===== config.mk =====
export PLATFORM = sky130hd
export DESIGN_NAME = axi4_s_rd_burst_ctrl_flat
export DESIGN_NICKNAME = d
export VERILOG_FILES = /design/src/rtl/axi4_s_rd_burst_ctrl_if.sv /design/src/rtl/axi4_s_rd_burst_ctrl.sv /design/src/flat_wrapper.sv
export SDC_FILE = /design/constraint.sdc
export NUM_CORES = 1
export LEC_CHECK = 0
export CORE_ASPECT_RATIO = 2
export CORE_MARGIN = 2
export CORE_UTILIZATION = 45
export DETAILED_ROUTE_END_ITERATION = 12
export PLACE_DENSITY = 0.74
export SLEW_MARGIN = 20
export SYNTH_ARGS = -nofsm -noshare
export SYNTH_HDL_FRONTEND = slang
export SYNTH_SLANG_ARGS = --single-unit

===== constraint.sdc =====
create_clock -name aclk -period 6.5 [get_ports aclk]
set_clock_uncertainty 0.1 [all_clocks]
set_input_delay 0.975 -clock aclk [delete_from_list [all_inputs] [get_ports aclk]]
set_output_delay 0.975 -clock aclk [all_outputs]
set_load 0.05 [all_outputs]

===== src/rtl/axi4_s_rd_burst_ctrl_if.sv =====
// Signal bundle between the read burst sequencer, the AR/R FIFO pair and the backing memory.
interface axi4_s_rd_burst_ctrl_if #(
    parameter int unsigned A = 32,
    parameter int unsigned N = 8,
    parameter int unsigned I = 1
);
    logic             ar_rd_empty;
    logic             ar_rd_en;
    logic [I-1:0]     ar_id;
    logic [A-1:0]     ar_addr;
    logic [7:0]       ar_len;
    logic [2:0]       ar_size;
    logic [1:0]       ar_burst;

    logic             r_wr_full;
    logic             r_wr_en;
    logic [I-1:0]     r_id;
    logic [8*N-1:0]   r_data;
    logic [1:0]       r_resp;
    logic             r_last;

    logic             mem_rd_en;
    logic [A-1:0]     mem_addr;
    logic [8*N-1:0]   mem_rdata;

    modport slave (
        input  ar_rd_empty, ar_id, ar_addr, ar_len, ar_size, ar_burst,
        output ar_rd_en,
        input  r_wr_full,
        output r_wr_en, r_id, r_data, r_resp, r_last,
        output mem_rd_en, mem_addr,
        input  mem_rdata
    );

    modport master (
        output ar_rd_empty, ar_id, ar_addr, ar_len, ar_size, ar_burst,
        input  ar_rd_en,
        output r_wr_full,
        input  r_wr_en, r_id, r_data, r_resp, r_last,
        input  mem_rd_en, mem_addr,
        output mem_rdata
    );
endinterface


===== src/rtl/axi4_s_rd_burst_ctrl.sv =====
// AXI4 slave read sequencer: pops one AR request, walks FIXED/INCR/WRAP addresses,
// reads a one-cycle-latency memory per beat and pushes each beat into the R FIFO.
module axi4_s_rd_burst_ctrl #(
    parameter int unsigned A = 32,
    parameter int unsigned N = 8,
    parameter int unsigned I = 1
) (
    input  logic                  aclk,
    input  logic                  aresetn,
    axi4_s_rd_burst_ctrl_if.slave bus
);
    localparam int unsigned DW = 8 * N;

    localparam logic [1:0] RespOkay   = 2'd0;
    localparam logic [1:0] RespSlvErr = 2'd2;
    localparam logic [1:0] BurstFixed = 2'd0;
    localparam logic [1:0] BurstWrap  = 2'd2;
    localparam logic [1:0] BurstRsvd  = 2'd3;

    typedef enum logic [2:0] {StIdle, StIssue, StWait, StStall, StErr} state_e;

    state_e          state_q, state_d;
    logic            rdy_q;
    logic [I-1:0]    id_q, id_d;
    logic [A-1:0]    addr_q, addr_d;
    logic [7:0]      len_q, len_d;
    logic [7:0]      cnt_q, cnt_d;
    logic [2:0]      size_q, size_d;
    logic [1:0]      burst_q, burst_d;
    logic [DW-1:0]   hold_q, hold_d;

    logic [A-1:0]    step;
    logic [A-1:0]    wrap_mask;
    logic [A-1:0]    next_addr;
    logic [A-1:0]    ar_align_mask;
    logic            wrap_len_ok;
    logic            illegal;
    logic            last_beat;

    always_comb begin
        step      = A'(1) << size_q;
        wrap_mask = ((A'(len_q) + A'(1)) << size_q) - A'(1);
        case (burst_q)
            BurstFixed: next_addr = addr_q;
            BurstWrap:  next_addr = (addr_q & ~wrap_mask) | ((addr_q + step) & wrap_mask);
            default:    next_addr = addr_q + step;
        endcase
    end

    always_comb begin
        ar_align_mask = (A'(1) << bus.ar_size) - A'(1);
        wrap_len_ok   = bus.ar_len inside {8'd1, 8'd3, 8'd7, 8'd15};
        illegal       = (bus.ar_burst == BurstRsvd) ||
                        ((bus.ar_burst == BurstWrap) &&
                         (!wrap_len_ok || ((bus.ar_addr & ar_align_mask) != '0)));
    end

    always_comb begin
        state_d = state_q;
        id_d    = id_q;
        addr_d  = addr_q;
        len_d   = len_q;
        cnt_d   = cnt_q;
        size_d  = size_q;
        burst_d = burst_q;
        hold_d  = hold_q;

        bus.ar_rd_en  = 1'b0;
        bus.r_wr_en   = 1'b0;
        bus.r_id      = id_q;
        bus.r_data    = '0;
        bus.r_resp    = RespOkay;
        bus.r_last    = 1'b0;
        bus.mem_rd_en = 1'b0;
        bus.mem_addr  = '0;
        last_beat     = (cnt_q == 8'd0);

        unique case (state_q)
            StIdle: begin
                // rdy_q keeps the pop low during and right after reset
                if (rdy_q && !bus.ar_rd_empty) begin
                    bus.ar_rd_en = 1'b1;
                    id_d         = bus.ar_id;
                    addr_d       = bus.ar_addr;
                    len_d        = bus.ar_len;
                    cnt_d        = bus.ar_len;
                    size_d       = bus.ar_size;
                    burst_d      = bus.ar_burst;
                    state_d      = illegal ? StErr : StIssue;
                end
            end
            StIssue: begin
                bus.mem_rd_en = 1'b1;
                bus.mem_addr  = addr_q;
                state_d       = StWait;
            end
            StWait: begin
                if (bus.r_wr_full) begin
                    hold_d  = bus.mem_rdata;
                    state_d = StStall;
                end else begin
                    bus.r_wr_en = 1'b1;
                    bus.r_data  = bus.mem_rdata;
                    bus.r_last  = last_beat;
                    if (last_beat) begin
                        state_d = StIdle;
                    end else begin
                        // Pipelined: next beat is read while this one is pushed
                        addr_d        = next_addr;
                        cnt_d         = cnt_q - 8'd1;
                        bus.mem_rd_en = 1'b1;
                        bus.mem_addr  = next_addr;
                    end
                end
            end
            StStall: begin
                if (!bus.r_wr_full) begin
                    bus.r_wr_en = 1'b1;
                    bus.r_data  = hold_q;
                    bus.r_last  = last_beat;
                    if (last_beat) begin
                        state_d = StIdle;
                    end else begin
                        addr_d  = next_addr;
                        cnt_d   = cnt_q - 8'd1;
                        state_d = StIssue;
                    end
                end
            end
            StErr: begin
                if (!bus.r_wr_full) begin
                    bus.r_wr_en = 1'b1;
                    bus.r_resp  = RespSlvErr;
                    bus.r_last  = last_beat;
                    if (last_beat) begin
                        state_d = StIdle;
                    end else begin
                        cnt_d = cnt_q - 8'd1;
                    end
                end
            end
            default: state_d = StIdle;
        endcase
    end

    always_ff @(posedge aclk or negedge aresetn) begin
        if (!aresetn) begin
            state_q <= StIdle;
            rdy_q   <= 1'b0;
            id_q    <= '0;
            addr_q  <= '0;
            len_q   <= '0;
            cnt_q   <= '0;
            size_q  <= '0;
            burst_q <= '0;
            hold_q  <= '0;
        end else begin
            state_q <= state_d;
            rdy_q   <= 1'b1;
            id_q    <= id_d;
            addr_q  <= addr_d;
            len_q   <= len_d;
            cnt_q   <= cnt_d;
            size_q  <= size_d;
            burst_q <= burst_d;
            hold_q  <= hold_d;
        end
    end
endmodule


===== src/flat_wrapper.sv =====
// flat-port wrapper written by rule: the top's interface ports become plain ports
module axi4_s_rd_burst_ctrl_flat 
#(
    parameter int unsigned A = 32,
    parameter int unsigned N = 8,
    parameter int unsigned I = 1
)
  (aclk, aresetn, bus_ar_rd_empty, bus_ar_id, bus_ar_addr, bus_ar_len, bus_ar_size, bus_ar_burst, bus_ar_rd_en, bus_r_wr_full, bus_r_wr_en, bus_r_id, bus_r_data, bus_r_resp, bus_r_last, bus_mem_rd_en, bus_mem_addr, bus_mem_rdata);
  axi4_s_rd_burst_ctrl_if #(.A(A), .N(N), .I(I)) bus_i ();
  input  logic aclk;
  input  logic aresetn;
  input wire logic [$bits(bus_i.ar_rd_empty)-1:0] bus_ar_rd_empty;
  input wire logic [$bits(bus_i.ar_id)-1:0] bus_ar_id;
  input wire logic [$bits(bus_i.ar_addr)-1:0] bus_ar_addr;
  input wire logic [$bits(bus_i.ar_len)-1:0] bus_ar_len;
  input wire logic [$bits(bus_i.ar_size)-1:0] bus_ar_size;
  input wire logic [$bits(bus_i.ar_burst)-1:0] bus_ar_burst;
  output wire logic [$bits(bus_i.ar_rd_en)-1:0] bus_ar_rd_en;
  input wire logic [$bits(bus_i.r_wr_full)-1:0] bus_r_wr_full;
  output wire logic [$bits(bus_i.r_wr_en)-1:0] bus_r_wr_en;
  output wire logic [$bits(bus_i.r_id)-1:0] bus_r_id;
  output wire logic [$bits(bus_i.r_data)-1:0] bus_r_data;
  output wire logic [$bits(bus_i.r_resp)-1:0] bus_r_resp;
  output wire logic [$bits(bus_i.r_last)-1:0] bus_r_last;
  output wire logic [$bits(bus_i.mem_rd_en)-1:0] bus_mem_rd_en;
  output wire logic [$bits(bus_i.mem_addr)-1:0] bus_mem_addr;
  input wire logic [$bits(bus_i.mem_rdata)-1:0] bus_mem_rdata;
  assign bus_i.ar_rd_empty = bus_ar_rd_empty;
  assign bus_i.ar_id = bus_ar_id;
  assign bus_i.ar_addr = bus_ar_addr;
  assign bus_i.ar_len = bus_ar_len;
  assign bus_i.ar_size = bus_ar_size;
  assign bus_i.ar_burst = bus_ar_burst;
  assign bus_ar_rd_en = bus_i.ar_rd_en;
  assign bus_i.r_wr_full = bus_r_wr_full;
  assign bus_r_wr_en = bus_i.r_wr_en;
  assign bus_r_id = bus_i.r_id;
  assign bus_r_data = bus_i.r_data;
  assign bus_r_resp = bus_i.r_resp;
  assign bus_r_last = bus_i.r_last;
  assign bus_mem_rd_en = bus_i.mem_rd_en;
  assign bus_mem_addr = bus_i.mem_addr;
  assign bus_i.mem_rdata = bus_mem_rdata;
  axi4_s_rd_burst_ctrl #(.A(A), .N(N), .I(I)) u_core (.aclk(aclk), .aresetn(aresetn), .bus(bus_i));
endmodule

==> flow_metrics.env <==
export IMPL_status="finished clean"
export IMPL_worstSetupStartpoint="u_core.len_q[0]"
export IMPL_post_cts_setup_buffer_count=0
export IMPL_cts_clk_slew_worst_paths_ns=0.06
export IMPL_critPathRequiredTime_ns=5.42
export IMPL_finalPower_mw=6.89
export IMPL_final_layout_size_suffix_gt1_share_pct=13.1
export IMPL_synth_enable_flop_cells=0
export IMPL_use_met2_pct=51.6
export IMPL_finalSetupViolCount=0
export IMPL_reg2regPathDepth=15
export IMPL_hold_path_cell_count=1
export IMPL_first_pass_grt_wire_length_um=48900
export IMPL_post_cts_hold_buffer_count=0
export IMPL_drt_iter0_markers=466
export IMPL_rows=74
export IMPL_viasPerCell=5.99
export IMPL_grt_met3_usage_pct=7.46
export IMPL_setup_repair_after_global_routing_missed_its_margin="no"
export IMPL_ys_seq_elements=122
export IMPL_worst_ep_arrival_time_ns=4.98
export IMPL_r2r_start="u_core.len_q[0]"
export IMPL_worst_setup_path_end_kind="primary output"
export IMPL_final_period_minus_worst_setup_slack_ns=6.05
export IMPL_power_density_mw_per_mm2=567
export IMPL_synthesis_nets=1191
export IMPL_finalMaxSlewViolations=0
export IMPL_pin_count=217
export IMPL_layout_cells_most_common="clkdlybuf4s50_1"
export IMPL_mostFrequentLayoutCells="clkdlybuf4s50_1 (214), nor2_1 (131), dfrtp_1 (120)"
export IMPL_slowest_stage="clkdlybuf4s50_1"
export IMPL_synth_top_area_cell="dfrtp_1"
export IMPL_async_reset_ff_share_pct=100
export IMPL_post_synth_cell_area_avg_um2=8.75
export IMPL_gr_usage_met1_pct=29.0
export IMPL_number_of_synthesis_warnings=0
export IMPL_fp_dieArea_mm2=0.0219
export IMPL_finalWirelength_um=31000
export IMPL_fp_dieH_um=207
export IMPL_critical_path_peak_fanout=15
export IMPL_peakVddDrop_uv=374
export IMPL_max_cap_violations=0
export IMPL_sequential_area_share_after_synthesis_pct=32.9
export IMPL_fillers=1800
export IMPL_cts_root_buffer_cell="clkbuf_16"
export IMPL_routabilityCongestion=0.980
export IMPL_longest_individual_stage_delay_on_the_worst_path_ns=0.88
export IMPL_yosys_area_top_type_share_pct=32.9
export IMPL_grt_pass1_vias=9285
export IMPL_cp_cell_sequence="ha_1 -> nand3_2 -> xnor2_1 -> a211oi_1 -> a41o_1 -> nor2b_4 -> nand3_1 -> nor3b_1 -> ha_1 -> a21oi_1 -> nor4bb_1 -> nand2_1 -> o31ai_1 -> clkdlybuf4s50_1"
export IMPL_syn_inst=1062
export IMPL_htreeDepth=4
export IMPL_r2r_setup_slack_ns=2.53
export IMPL_tightest_slew_ns=1.01
export IMPL_overflow=0
export IMPL_avgRoutedWirePerCell_um=20.5
export IMPL_grt_antenna_before_repair=1
export IMPL_cellLeakagePower_nw=4.91
export IMPL_remaining_drc_errors=0
export IMPL_total_track_usage_pct=28.7
export IMPL_critical_path_most_common_cell="ha_1"
export IMPL_min_delay_start="u_core.hold_q[60]"
export IMPL_ys_dominant_reg_cell="dfrtp_1"
export IMPL_post_synth_design_cell_area_mm2=0.00929
export IMPL_detailed_place_hpwl_um=22300
export IMPL_cts_buffers_inserted=17
export IMPL_worstSetupPathType="flop to primary output"
export IMPL_initial_core_util_pct=45.6
export IMPL_clock_fmax_mhz=165
export IMPL_clk_path_buf_depth=2
export IMPL_global_route_peak_usage_layer="met2"
export IMPL_core_area_mm2=0.0204
export IMPL_critPathLaunchType="flop"
export IMPL_numClockSinks=122
export IMPL_utilization_pct=59.7
export IMPL_dr_total_vias=9051
export IMPL_die_width_um=106
export IMPL_area_growth_syn_to_layout_pct=30.9
export IMPL_drtAntennaViolNets=0
export IMPL_synth_area_top_cells="dfrtp_1 (33%), mux2_2 (8.9%), mux2i_1 (8.1%), nor2_1 (5.3%), o21ai_0 (3.6%)"
export IMPL_largest_net_degree_at_the_start_of_global_routing=70
export IMPL_post_dp_cell_area_mm2=0.0115
export IMPL_portBuffers=215
export IMPL_fin_tns_setup_ns=0
export IMPL_fin_nets=1359
export IMPL_hold_class="flop to flop"
export IMPL_final_cell_area_mm2=0.0122
export IMPL_min_period_over_period_pct=93.1
export IMPL_slew_limit_headroom_pct=32.5
export IMPL_clk_insertion_delay_late_ns=0.44
export IMPL_cts_tree="built"
export IMPL_drt_pass1_iterations=5
export IMPL_report_final_hold_viol_count=0
export IMPL_synth_cell_type_count=99
-- where the power goes --
group | leakage (nW) | internal [mW] | switching [mW]
Clock | 0.324 | 0.704 | 0.381
Combinational | 3.14 | 1.63 | 2.54
Sequential | 1.45 | 1.13 | 0.509
-- per-layer routing --
| layer | part of all wire, % | vias to the layer above |
|---|---|---|
| li1 | - | 4243 |
| met1 | 35 | 4314 |
| met2 | 53 | 382 |
| met3 | 6.4 | 112 |
| met4 | 5.6 | 0 |
| met5 | 0 | - |
-- worst max-delay path: cells and delay by family (launching register included) --
kind            cells  cell delay (ns)
xor+xnor            1             0.23
compound gates      4             1.10
flops               1             0.58
simple gates        6             1.16
buf+inv             1             0.88
fa+ha+maj           2             0.57
-- worst paths after layout --
| path | endpoint |
|---|---|
| max | bus_mem_addr[31] |
| min | u_core.hold_q[60] |
| max reg2reg | u_core.addr_q[15] |
| min reg2reg | u_core.hold_q[60] |
| max in group asynchronous | u_core.hold_q[49] |
| min in group asynchronous | u_core.addr_q[10] |
-- per-stage QoR --
| stage | std cells | setup slack [ns] | hold WS (ns) |
|---|---|---|---|
| floorplan | 1062 | 1.45 | 0.372 |
| global placement | 1477 | 0.908 | 0.387 |
| detailed placement | 1477 | 0.794 | 0.399 |
| CTS | 1509 | 0.280 | 0.412 |
| global route | 1510 | 0.0512 | 0.421 |
| finish | 1510 | 0.449 | 0.408 |
-- synth_stat cells, types with 3 or more instances --
cell	instances
a2111oi_0	3
a211oi_1	11
a21o_1	9
a21oi_1	64
a22oi_1	5
a2bb2oi_1	8
a31oi_1	16
a41o_1	4
a41oi_1	3
and2_1	5
and3_1	13
and3_4	3
buf_1	9
buf_2	6
buf_4	3
buf_6	10
clkbuf_1	49
dfrtp_1	122
ha_1	14
inv_1	17
mux2_2	73
mux2i_1	75
nand2_1	81
nand2b_1	9
nand3_1	25
nand3_2	3
nand3_4	3
nand4_1	12
nor2_1	131
nor2b_1	6
nor3_1	27
nor3b_1	3
nor4_1	7
o211ai_1	14
o21a_1	13
o21ai_0	66
o21ai_1	12
o22a_1	9
o22ai_1	9
o31ai_1	9
or2_2	3
or3_1	9
or4_1	6
xnor2_1	9
xor2_1	8
-- sequential cells by signal, indices dropped and copies added (netlist names) --
register / flops
u_core.addr_q: 32
u_core.burst_q: 2
u_core.bus.r_id: 1
u_core.cnt_q: 8
u_core.hold_q: 64
u_core.len_q: 8
u_core.rdy_q: 1
u_core.size_q: 3
u_core.state_q: 3
-- logic make-up (layout without fill, tap and decap cells) --
| logic type | Yosys count | count (layout) | share of synthesized area, % |
|---|---|---|---|
| DFF | 122 | 122 | 32.9 |
| muxes | 148 | 148 | 16.9 |
| other | 2 | 3 | 0.0809 |
| AOI/OAI and AO/OA | 290 | 290 | 21.1 |
| adders and majority gates | 15 | 15 | 2.10 |
| and+or+nand+nor | 368 | 368 | 19.9 |
| xor gates and xnor gates | 17 | 17 | 1.60 |
| buffers and inverters | 100 | 281 | 5.48 |
-- cell type report --
| type | instances | area (um^2) | share of cell area [%] |
|---|---|---|---|
| Sequential cell | 122 | 3060 | 25.2 |
| Clock buffer | 19 | 453 | 3.73 |
| Inverter | 18 | 67.6 | 0.556 |
| Multi-Input combinational cell | 840 | 5760 | 47.4 |
| Antenna cell | 1 | 2.50 | 0.0206 |
| Clock inverter | 13 | 215 | 1.77 |
| Timing Repair Buffer | 231 | 2270 | 18.7 |
| Tap cell | 266 | 333 | 2.74 |
-- timing repair --
| item | CTS | global route |
|---|---|---|
| setup endpoints to repair | 0 | 2 |
| resized for setup | 0 | 1 |
| endpoints found under the hold margin | 0 | 0 |
Power figures use the tool's default switching activity.
